<file path="src/rtl/matmul_hs.sv">
// matmul_hs: handshaked C = A*B (or C += A*B) sequencer
// on one shared word-addressed memory port.
module matmul_hs #(
  parameter int DIM_BITS = 16,
  parameter int MEM_AW   = 16,
  parameter int MEM_DW   = 32,
  parameter int PREC     = 16,
  parameter int ACC_W    = 40
) (
  input  logic                clk,
  input  logic                rst_n,
  input  logic                go,
  input  logic [MEM_AW-1:0]   aBASE,
  input  logic [MEM_AW-1:0]   bBASE,
  input  logic [MEM_AW-1:0]   cBASE,
  input  logic [DIM_BITS-1:0] aROWS,
  input  logic [DIM_BITS-1:0] aCOLS,
  input  logic [DIM_BITS-1:0] bCOLS,
  input  logic [DIM_BITS-1:0] aSTRIDE,
  input  logic [DIM_BITS-1:0] bSTRIDE,
  input  logic [DIM_BITS-1:0] cSTRIDE,
  input  logic                mode_accum,
  input  logic                mode_bt,
  input  logic                signed_en,
  input  logic                sat_en,
  output logic                mem_req,
  output logic                mem_write,
  output logic [MEM_AW-1:0]   mem_addr,
  output logic [MEM_DW-1:0]   mem_wdata,
  input  logic                mem_gnt,
  input  logic                mem_rvalid,
  input  logic [MEM_DW-1:0]   mem_rdata,
  output logic                busy,
  output logic                ret
);

  typedef enum logic [3:0] {
    IDLE, ROW, COL, RD_C, WT_C, RD_A,
    WT_A, RD_B, WT_B, MAC, WR_C, DONE
  } state_t;

  state_t state, state_n;

  logic [MEM_AW-1:0]   b_base_q;
  logic [DIM_BITS-1:0] rows_q, cols_q, bcols_q;
  logic [DIM_BITS-1:0] astr_q, bstr_q, cstr_q;
  logic                accum_q, bt_q, sgn_q, sat_q;

  logic [DIM_BITS-1:0] i, j, k, i_n, j_n, k_n, k_inc;
  logic [MEM_AW-1:0]   a_row, c_row, b_col;
  logic [MEM_AW-1:0]   a_ptr, b_ptr, c_ptr;
  logic [MEM_AW-1:0]   a_row_n, c_row_n, b_col_n;
  logic [MEM_AW-1:0]   a_ptr_n, b_ptr_n, c_ptr_n;
  logic [ACC_W-1:0]    acc, acc_n;
  logic [PREC-1:0]     a_op, b_op, a_op_n, b_op_n;

  logic [ACC_W-1:0]    a_x, b_x, prod, c_x;
  logic [MEM_AW-1:0]   b_k_step, b_j_step;

  logic                req_n, write_n;
  logic [MEM_AW-1:0]   addr_n;
  logic [MEM_DW-1:0]   wdata_n;

  // Write-back value: clamp to the C range or keep low bits
  function automatic logic [MEM_DW-1:0] wb_val(
    input logic [ACC_W-1:0] v,
    input logic             s,
    input logic             sat
  );
    logic [MEM_DW-1:0] r;
    r = v[MEM_DW-1:0];
    if (sat) begin
      if (s) begin
        if (v[ACC_W-1:MEM_DW-1] !=
            {(ACC_W-MEM_DW+1){v[ACC_W-1]}})
          r = v[ACC_W-1] ?
              {1'b1, {(MEM_DW-1){1'b0}}} :
              {1'b0, {(MEM_DW-1){1'b1}}};
      end else if (|v[ACC_W-1:MEM_DW]) begin
        r = '1;
      end
    end
    return r;
  endfunction

  // Operands are extended to ACC_W, so the low ACC_W
  // product bits equal the full product mod 2^ACC_W.
  assign a_x = {{(ACC_W-PREC){sgn_q & a_op[PREC-1]}}, a_op};
  assign b_x = {{(ACC_W-PREC){sgn_q & b_op[PREC-1]}}, b_op};
  assign prod = a_x * b_x;
  assign c_x = {{(ACC_W-MEM_DW){sgn_q & mem_rdata[MEM_DW-1]}},
                mem_rdata};
  assign k_inc = k + 1'b1;
  assign b_k_step = bt_q ? MEM_AW'(1) : MEM_AW'(bstr_q);
  assign b_j_step = bt_q ? MEM_AW'(bstr_q) : MEM_AW'(1);

  // Latch the job configuration when a start is accepted
  always_ff @(posedge clk or negedge rst_n) begin
    if (!rst_n) begin
      b_base_q <= '0;
      rows_q   <= '0;
      cols_q   <= '0;
      bcols_q  <= '0;
      astr_q   <= '0;
      bstr_q   <= '0;
      cstr_q   <= '0;
      accum_q  <= 1'b0;
      bt_q     <= 1'b0;
      sgn_q    <= 1'b0;
      sat_q    <= 1'b0;
    end else if (state == IDLE && go) begin
      b_base_q <= bBASE;
      rows_q   <= aROWS;
      cols_q   <= aCOLS;
      bcols_q  <= bCOLS;
      astr_q   <= aSTRIDE;
      bstr_q   <= bSTRIDE;
      cstr_q   <= cSTRIDE;
      accum_q  <= mode_accum;
      bt_q     <= mode_bt;
      sgn_q    <= signed_en;
      sat_q    <= sat_en;
    end
  end

  // Next-state, loop counters, pointers and accumulator
  always_comb begin
    state_n = state;
    i_n     = i;
    j_n     = j;
    k_n     = k;
    a_row_n = a_row;
    c_row_n = c_row;
    b_col_n = b_col;
    a_ptr_n = a_ptr;
    b_ptr_n = b_ptr;
    c_ptr_n = c_ptr;
    acc_n   = acc;
    a_op_n  = a_op;
    b_op_n  = b_op;
    unique case (state)
      IDLE: if (go) begin
        state_n = ROW;
        i_n     = '0;
        a_row_n = aBASE;
        c_row_n = cBASE;
      end
      ROW: begin
        if (i == rows_q || bcols_q == '0) begin
          state_n = DONE;
        end else begin
          state_n = COL;
          j_n     = '0;
          b_col_n = b_base_q;
          c_ptr_n = c_row;
        end
      end
      COL: begin
        if (j == bcols_q) begin
          state_n = ROW;
          i_n     = i + 1'b1;
          a_row_n = a_row + MEM_AW'(astr_q);
          c_row_n = c_row + MEM_AW'(cstr_q);
        end else begin
          k_n     = '0;
          a_ptr_n = a_row;
          b_ptr_n = b_col;
          if (accum_q) begin
            state_n = RD_C;
          end else begin
            acc_n   = '0;
            state_n = (cols_q == '0) ? WR_C : RD_A;
          end
        end
      end
      RD_C: if (mem_gnt) state_n = WT_C;
      WT_C: if (mem_rvalid) begin
        acc_n   = c_x;
        state_n = (cols_q == '0) ? WR_C : RD_A;
      end
      RD_A: if (mem_gnt) state_n = WT_A;
      WT_A: if (mem_rvalid) begin
        a_op_n  = mem_rdata[PREC-1:0];
        state_n = RD_B;
      end
      RD_B: if (mem_gnt) state_n = WT_B;
      WT_B: if (mem_rvalid) begin
        b_op_n  = mem_rdata[PREC-1:0];
        state_n = MAC;
      end
      MAC: begin
        acc_n   = acc + prod;
        k_n     = k_inc;
        a_ptr_n = a_ptr + 1'b1;
        b_ptr_n = b_ptr + b_k_step;
        state_n = (k_inc == cols_q) ? WR_C : RD_A;
      end
      WR_C: if (mem_gnt) begin
        j_n     = j + 1'b1;
        c_ptr_n = c_ptr + 1'b1;
        b_col_n = b_col + b_j_step;
        state_n = COL;
      end
      DONE: state_n = IDLE;
      default: state_n = IDLE;
    endcase
  end

  // Memory request fields for the state being entered
  always_comb begin
    req_n   = state_n inside {RD_C, RD_A, RD_B, WR_C};
    write_n = (state_n == WR_C);
    addr_n  = mem_addr;
    wdata_n = mem_wdata;
    case (state_n)
      RD_C, WR_C: addr_n = c_ptr_n;
      RD_A:       addr_n = a_ptr_n;
      RD_B:       addr_n = b_ptr_n;
      default:    addr_n = mem_addr;
    endcase
    if (state_n == WR_C)
      wdata_n = wb_val(acc_n, sgn_q, sat_q);
  end

  // State, datapath and registered outputs
  always_ff @(posedge clk or negedge rst_n) begin
    if (!rst_n) begin
      state     <= IDLE;
      i         <= '0;
      j         <= '0;
      k         <= '0;
      a_row     <= '0;
      c_row     <= '0;
      b_col     <= '0;
      a_ptr     <= '0;
      b_ptr     <= '0;
      c_ptr     <= '0;
      acc       <= '0;
      a_op      <= '0;
      b_op      <= '0;
      mem_req   <= 1'b0;
      mem_write <= 1'b0;
      mem_addr  <= '0;
      mem_wdata <= '0;
      busy      <= 1'b0;
      ret       <= 1'b0;
    end else begin
      state     <= state_n;
      i         <= i_n;
      j         <= j_n;
      k         <= k_n;
      a_row     <= a_row_n;
      c_row     <= c_row_n;
      b_col     <= b_col_n;
      a_ptr     <= a_ptr_n;
      b_ptr     <= b_ptr_n;
      c_ptr     <= c_ptr_n;
      acc       <= acc_n;
      a_op      <= a_op_n;
      b_op      <= b_op_n;
      mem_req   <= req_n;
      mem_write <= write_n;
      mem_addr  <= addr_n;
      mem_wdata <= wdata_n;
      busy      <= !(state_n inside {IDLE, DONE});
      ret       <= (state_n == DONE);
    end
  end

endmodule

</file>
<file path="config.mk">
export PLATFORM = sky130hd
export DESIGN_NAME = matmul_hs
export DESIGN_NICKNAME = d
export VERILOG_FILES = /design/src/rtl/matmul_hs.sv
export SDC_FILE = /design/constraint.sdc
export NUM_CORES = 2
export LEC_CHECK = 0
export CORE_UTILIZATION = 43
export DETAILED_ROUTE_END_ITERATION = 7
export HOLD_SLACK_MARGIN = 0.03
export PLACE_DENSITY = 0.75
export SLEW_MARGIN = 20
export SYNTH_ARGS = -nofsm -noshare
export SYNTH_HDL_FRONTEND = slang
export SYNTH_SLANG_ARGS = --single-unit
</file>
<file path="constraint.sdc">
create_clock -name clk -period 9.7 [get_ports clk]
set_input_delay 2.91 -clock clk [delete_from_list [all_inputs] [get_ports clk]]
set_output_delay 2.91 -clock clk [all_outputs]
set_load 0.01 [all_outputs]
</file>
# --- Word level (Yosys, flattened, before mapping) ---
# Cells that the tools add are included.
totals:
  register_bits: 388
  in_bits: 185
  wordCells: 138
classes:
  addsub: 10
  mul: 1
  n_eq_ne: 24
  n_mux: 50
  bitwise_logic: 3
  n_reduce_logical: 20
ops:
  columns: ["operator", "n"]
  rows:
  - ["$pmux 16 s2", 9]
  - ["$mux 16", 17]
  - ["$mux 32", 5]
  - ["$mux 40", 3]
  - ["$pmux 40 s3", 1]
  - ["$add 16x1->16 const B", 5]
  - ["$add 16x16->16", 4]
  - ["$mux 4", 13]
  - ["$eq 16x16->1", 3]
  - ["$pmux 16 s3", 1]
  - ["$pmux 4 s11", 1]
  - ["$add 40x40->40", 1]
  - ["$mul 17x17->34", 1]
  - ["$logic_not 16->1", 2]
  - ["$eq 4x3->1 const B", 6]
  - ["$eq 4x4->1 const B", 5]
  - ["$eq 4x2->1 const B", 3]
  - ["$ne 2x2->1 const B", 5]
  - ["$logic_not 4->1", 2]
  - ["$ne 8x8->1", 1]
  - ["$reduce_bool 2->1", 4]
  - ["$reduce_or 8->1", 1]
  - ["$reduce_and 2->1", 3]
  - ["$reduce_and 3->1", 2]
  - ["other kinds (8)", 10]

# --- Longest topological paths before layout ---
depth:
  ltp_word: 8
  mapped_depth: 46
  depth_no_buf: 44

# --- Least setup slack after synthesis ---
# OpenSTA, ideal clock, no wires.
synth_path:
  path_kind: "reg-to-reg"
  from: "register a_op[10]"
  to: "register mem_wdata[10]"
  setup_time_ns: 0.096
  t_arrival_ns: 10.217
  t_required_ns: 9.604
  slack_ns: -0.613
  path_stages_with_launch: 45
  path_buffers: 3
  synth_period_minus_slack_ns: 10.313
  cell_sequence: "dfrtp_1 > clkbuf_1 > clkbuf_1 > nand2_1 > fa_1 > fa_1 > fa_1 > fa_1 > inv_1 > fa_1 > inv_1 > fa_1 > inv_1 > ha_1 > a21o_1 > a311oi_1 > o41a_1 > a31oi_1 > (+9 left out) > a221o_1 > or4_1 > or3_4 > a31oi_4 > a31oi_1 > a21o_1 > a21oi_1 > xnor2_1 > nand2_1 > and2_1 > ha_1 > inv_1 > o211a_1 > nand4_1 > o31a_1 > and2_4 > buf_4 > a311oi_2"
synth_between:
  elab_chain_len: 7
synth_lines:
  columns: ["item", "line_no", "rtl"]
  rows:
  - ["start, declared", "55", "logic [PREC-1:0] a_op, b_op, a_op_n, b_op_n;"]
  - ["start signal, assigned", "259", "a_op <= a_op_n;"]
  - ["$mul 17x17->34 (*)", "90", "assign prod = a_x * b_x;"]
  - ["$add 40x40->40 (*)", "192", "acc_n = acc + prod;"]
  - ["$pmux 40 s3 (*)", "141", "unique case (state)"]
  - ["$ne 8x8->1 (tied with other cells)", "74", "if (v[ACC_W-1:MEM_DW-1] !="]
  - ["$mux 32, on equally long branches", "74, 79", null]
  - ["$mux 32", "73", "if (s) begin"]
  - ["$mux 32 (*)", "72", "if (sat) begin"]
  - ["end signal, assigned", "264", "mem_wdata <= wdata_n;"]
  - ["end, declared", "29", "output logic [MEM_DW-1:0] mem_wdata,"]
# Every way passes the cells marked *; elsewhere a longest branch is shown, timed or not.
# A chain may end at the register's enable or synchronous reset.

# --- Worst setup path in the final report ---
layout_path:
  from: "register a_op[7]"
  to: "register mem_wdata[14]"
# The elaborated chain is that of the path after synthesis.

==> summary.txt <==
Clock network
  • Hold-fix buffers at CTS: 0
  • Maximum clock insertion buffer count: 3
  • Cts bufs inserted: 46
  • Clock-pin slew on the worst setup and hold paths: 60 ps
  • CTS tree: yes
  • Htree depth: 2
  • Clock Latency Late Sink: 610 ps
  • Clock root cell: clkbuf_16
  • Clk sinks: 388

Pwr
  • Final Power: 0.01626 W
  • Peak supply drop: 0.2924 mV
  • Pleak: 19.88 nW
  • Pwr dens: 400.4 nW/um^2

Cells and area
  • Final net count: 4806
  • Largest registers: acc x40, mem_wdata x32
  • Most common cell after layout, fill and taps aside: nand2_1
  • Area Growth Syn to Fin: 21.27%
  • Final Instance Area: 40620 um^2
  • Commonest non-fill, non-tap cells in the layout: nand2_1 (655), inv_1 (393), dfrtp_1 (374)
  • Max reg flops: 40
  • Layout cell share with drive strength beyond 1: 0.1292
  • Final Util: 0.5313
  • Biggest register: acc

Synth
  • Seq/Total Area, Yosys: 0.2899
  • Post-synth EDFFs: 0
  • Syn Std Cell Area: 33490 um^2
  • Yosys reg bits: 388
  • Post-synthesis async set-or-reset flop share: 1.000
  • Synth top area cells: dfrtp_1 (29%), fa_1 (18%), nand2_1 (7.4%), ha_1 (7.2%), inv_1 (4.5%)
  • Mapped Cells: 3723
  • Netlist cell types: 85
  • Top FF cell, synth: dfrtp_1
  • Top cell type by total area after synthesis: dfrtp_1
  • Synth top area share: 0.2899
  • Yosys Warn Count: 0
  • Avg Cell Area, Syn: 8.996 um^2
  • Post-Syn Nets: 4401

Hold path
  • Class of the worst hold path: reg2reg

Timing
  • TNS Setup: -18820 ps
  • Unrepaired setup endpoints after global routing: yes
  • Headroom to the max-slew limit: 0.3145
  • Fmax: 96.39 MHz
  • Final period utilization: 1.070
  • Worst slew pin tran: 1028 ps
  • Final setup viols: 31
  • Fin. Hold Viols: 0
  • Slew Limit Fails: 0
  • Min Tclk post-route: 10370 ps
  • Clk_skew: 20.34 ps
  • PnR worst setup slack: -674.4 ps
  • Hold WS: 483.5 ps

Placement
  • Placed Area: 38580 um^2
  • Hpwl dp: 73220 um
  • # port buffers: 236
  • Placer Congestion: 0.9215

Global route
  • Vias in the first global route: 28940
  • Initial antenna violation count: 4
  • Total congestion overflow: 0
  • GRT Util Overall: 0.2504
  • Largest net degree at the start of global routing: 152
  • First-pass GRT wire length: 156000 um

Worst setup path
  • WP data arrival: 10870 ps
  • Worst path bufs/invs: 7
  • Required time worst endpoint: 10200 ps
  • Largest stage delay on the critical path: 540 ps
  • Setup CP Type: reg2reg
  • Crit path max-delay family: adder cells
  • Worst path slowest cell: fa_1
  • CP max FO: 8
  • Most used cell, CP: fa_1
  • Flop-to-flop setup slack: -670 ps
  • Setup crit end kind: flop
  • CP Launch Type: flop

Floorplanning
  • Die Width: 281.1 um
  • Boundary Pins: 237
  • Starting Density: 0.4381
  • Core Box Area: 76450 um^2
  • DIE HEIGHT: 281.1 um
  • FP Rows: 101
  • Die ar.: 79010 um^2

Detailed routing
  • First-pass DRT Iterations: 8
  • DRC Markers: 0
  • Routed WL: 96900 um
  • Antenna Nets Post-Route: 0
  • Iteration-0 DRC Markers: 2220
  • Wirelength per Cell: 18.64 um
  • Drt via density: 5.420
  • Vias: 28170

Flow run
  • Max Cap Viol: 0

Outcome
  • Run status: complete, but fails checks
  • Failing checks: negative setup slack
## synth_stat cells, types with 42 or more instances
cell type and count:
fa_1 301, dfrtp_1 388, ha_1 192, and2_1 145
mux2_2 42, a21oi_1 138, xor2_1 80, nand3_1 57
nor2_1 247, inv_1 402, clkbuf_1 142, o21ai_0 153
and3_1 47, nand2_1 661, xnor2_1 111
## metrics by stage
step / instances / setup slack, ps
6_report: 5198 / -674.4
4_1_cts: 5185 / -506.1
5_1_grt: 5198 / -987.3
3_3_place_gp: 5075 / -526.0
3_5_place_dp: 5075 / -742.5
2_1_floorplan: 3723 / -125.4
## cell families (layout without fill, tap and decap cells)
| logic type | Yosys count | in the layout | share of synthesized area |
|---|---|---|---|
| buffers and inverters | 569 | 1008 | 0.06530 |
| AND/OR/NAND/NOR | 1379 | 1382 | 0.1891 |
| flip-flops | 388 | 388 | 0.2899 |
| multiplexers | 68 | 68 | 0.02200 |
| other | 0 | 3 | 0 |
| XOR/XNOR | 191 | 191 | 0.04995 |
| adder cells (fa/ha/maj) | 493 | 493 | 0.2516 |
| AO/OA/AOI/OAI | 635 | 635 | 0.1322 |
## cell type report
type	instances	area, um^2
fillers	6813	35840
multi-input cells	2769	21960
flip-flops and latches	388	9727
repair buffers	519	4606
inverters	404	1519
clock buffers	66	1328
well taps	1030	1289
clock inverters	19	187.7
diodes	3	7.507
## worst reg2reg max path: cells and delay by family, from the launching register on
family / cells / cell delay [ps]
AND/OR/NAND/NOR: 9 / 1780
buffers and inverters: 7 / 570
XOR/XNOR: 2 / 230
adder cells (fa/ha/maj): 9 / 3810
flip-flops: 1 / 450
AO/OA/AOI/OAI: 16 / 3430
## report_power, final
part / internal, W / switching [W]
Combinational: 0.00530 / 0.00627
Clock: 0.000992 / 0.000757
Sequential: 0.00227 / 0.000683
Total: 0.00856 / 0.00771
## layer usage
layer	track usage	vias up	share of wire
li1	-	13190	-
met4	0.1005	2	0.043
met1	0.3228	13790	0.42
met2	0.4186	979	0.47
met5	0	-	0.000021
met3	0.03990	211	0.067
## repair_timing
action,4_1_cts,5_1_grt
setup endpoints to repair,31,33
buffers inserted,20,18
gates resized for setup,31,36
hold endpoints to repair,0,0
cloned,5,1
pin swaps,59,58
## final timing paths
| kind | start | endpoint | cells past startpoint |
|---|---|---|---|
| min reg2reg | cstr_q[8]$_DFFE_PN0P_ | cstr_q[8]$_DFFE_PN0P_ | 2 |
| min in group asynchronous | rst_n | bstr_q[11]$_DFFE_PN0P_ | 1 |
| min | cstr_q[8]$_DFFE_PN0P_ | cstr_q[8]$_DFFE_PN0P_ | 2 |
| max | a_op[7]$_DFFE_PN0P_ | mem_wdata[14]$_DFFE_PN0P_ | 43 |
| max reg2reg | a_op[7]$_DFFE_PN0P_ | mem_wdata[14]$_DFFE_PN0P_ | 43 |
| max in group asynchronous | rst_n | rows_q[8]$_DFFE_PN0P_ | 2 |
Note: power is estimated with default switching activity, not from simulation.
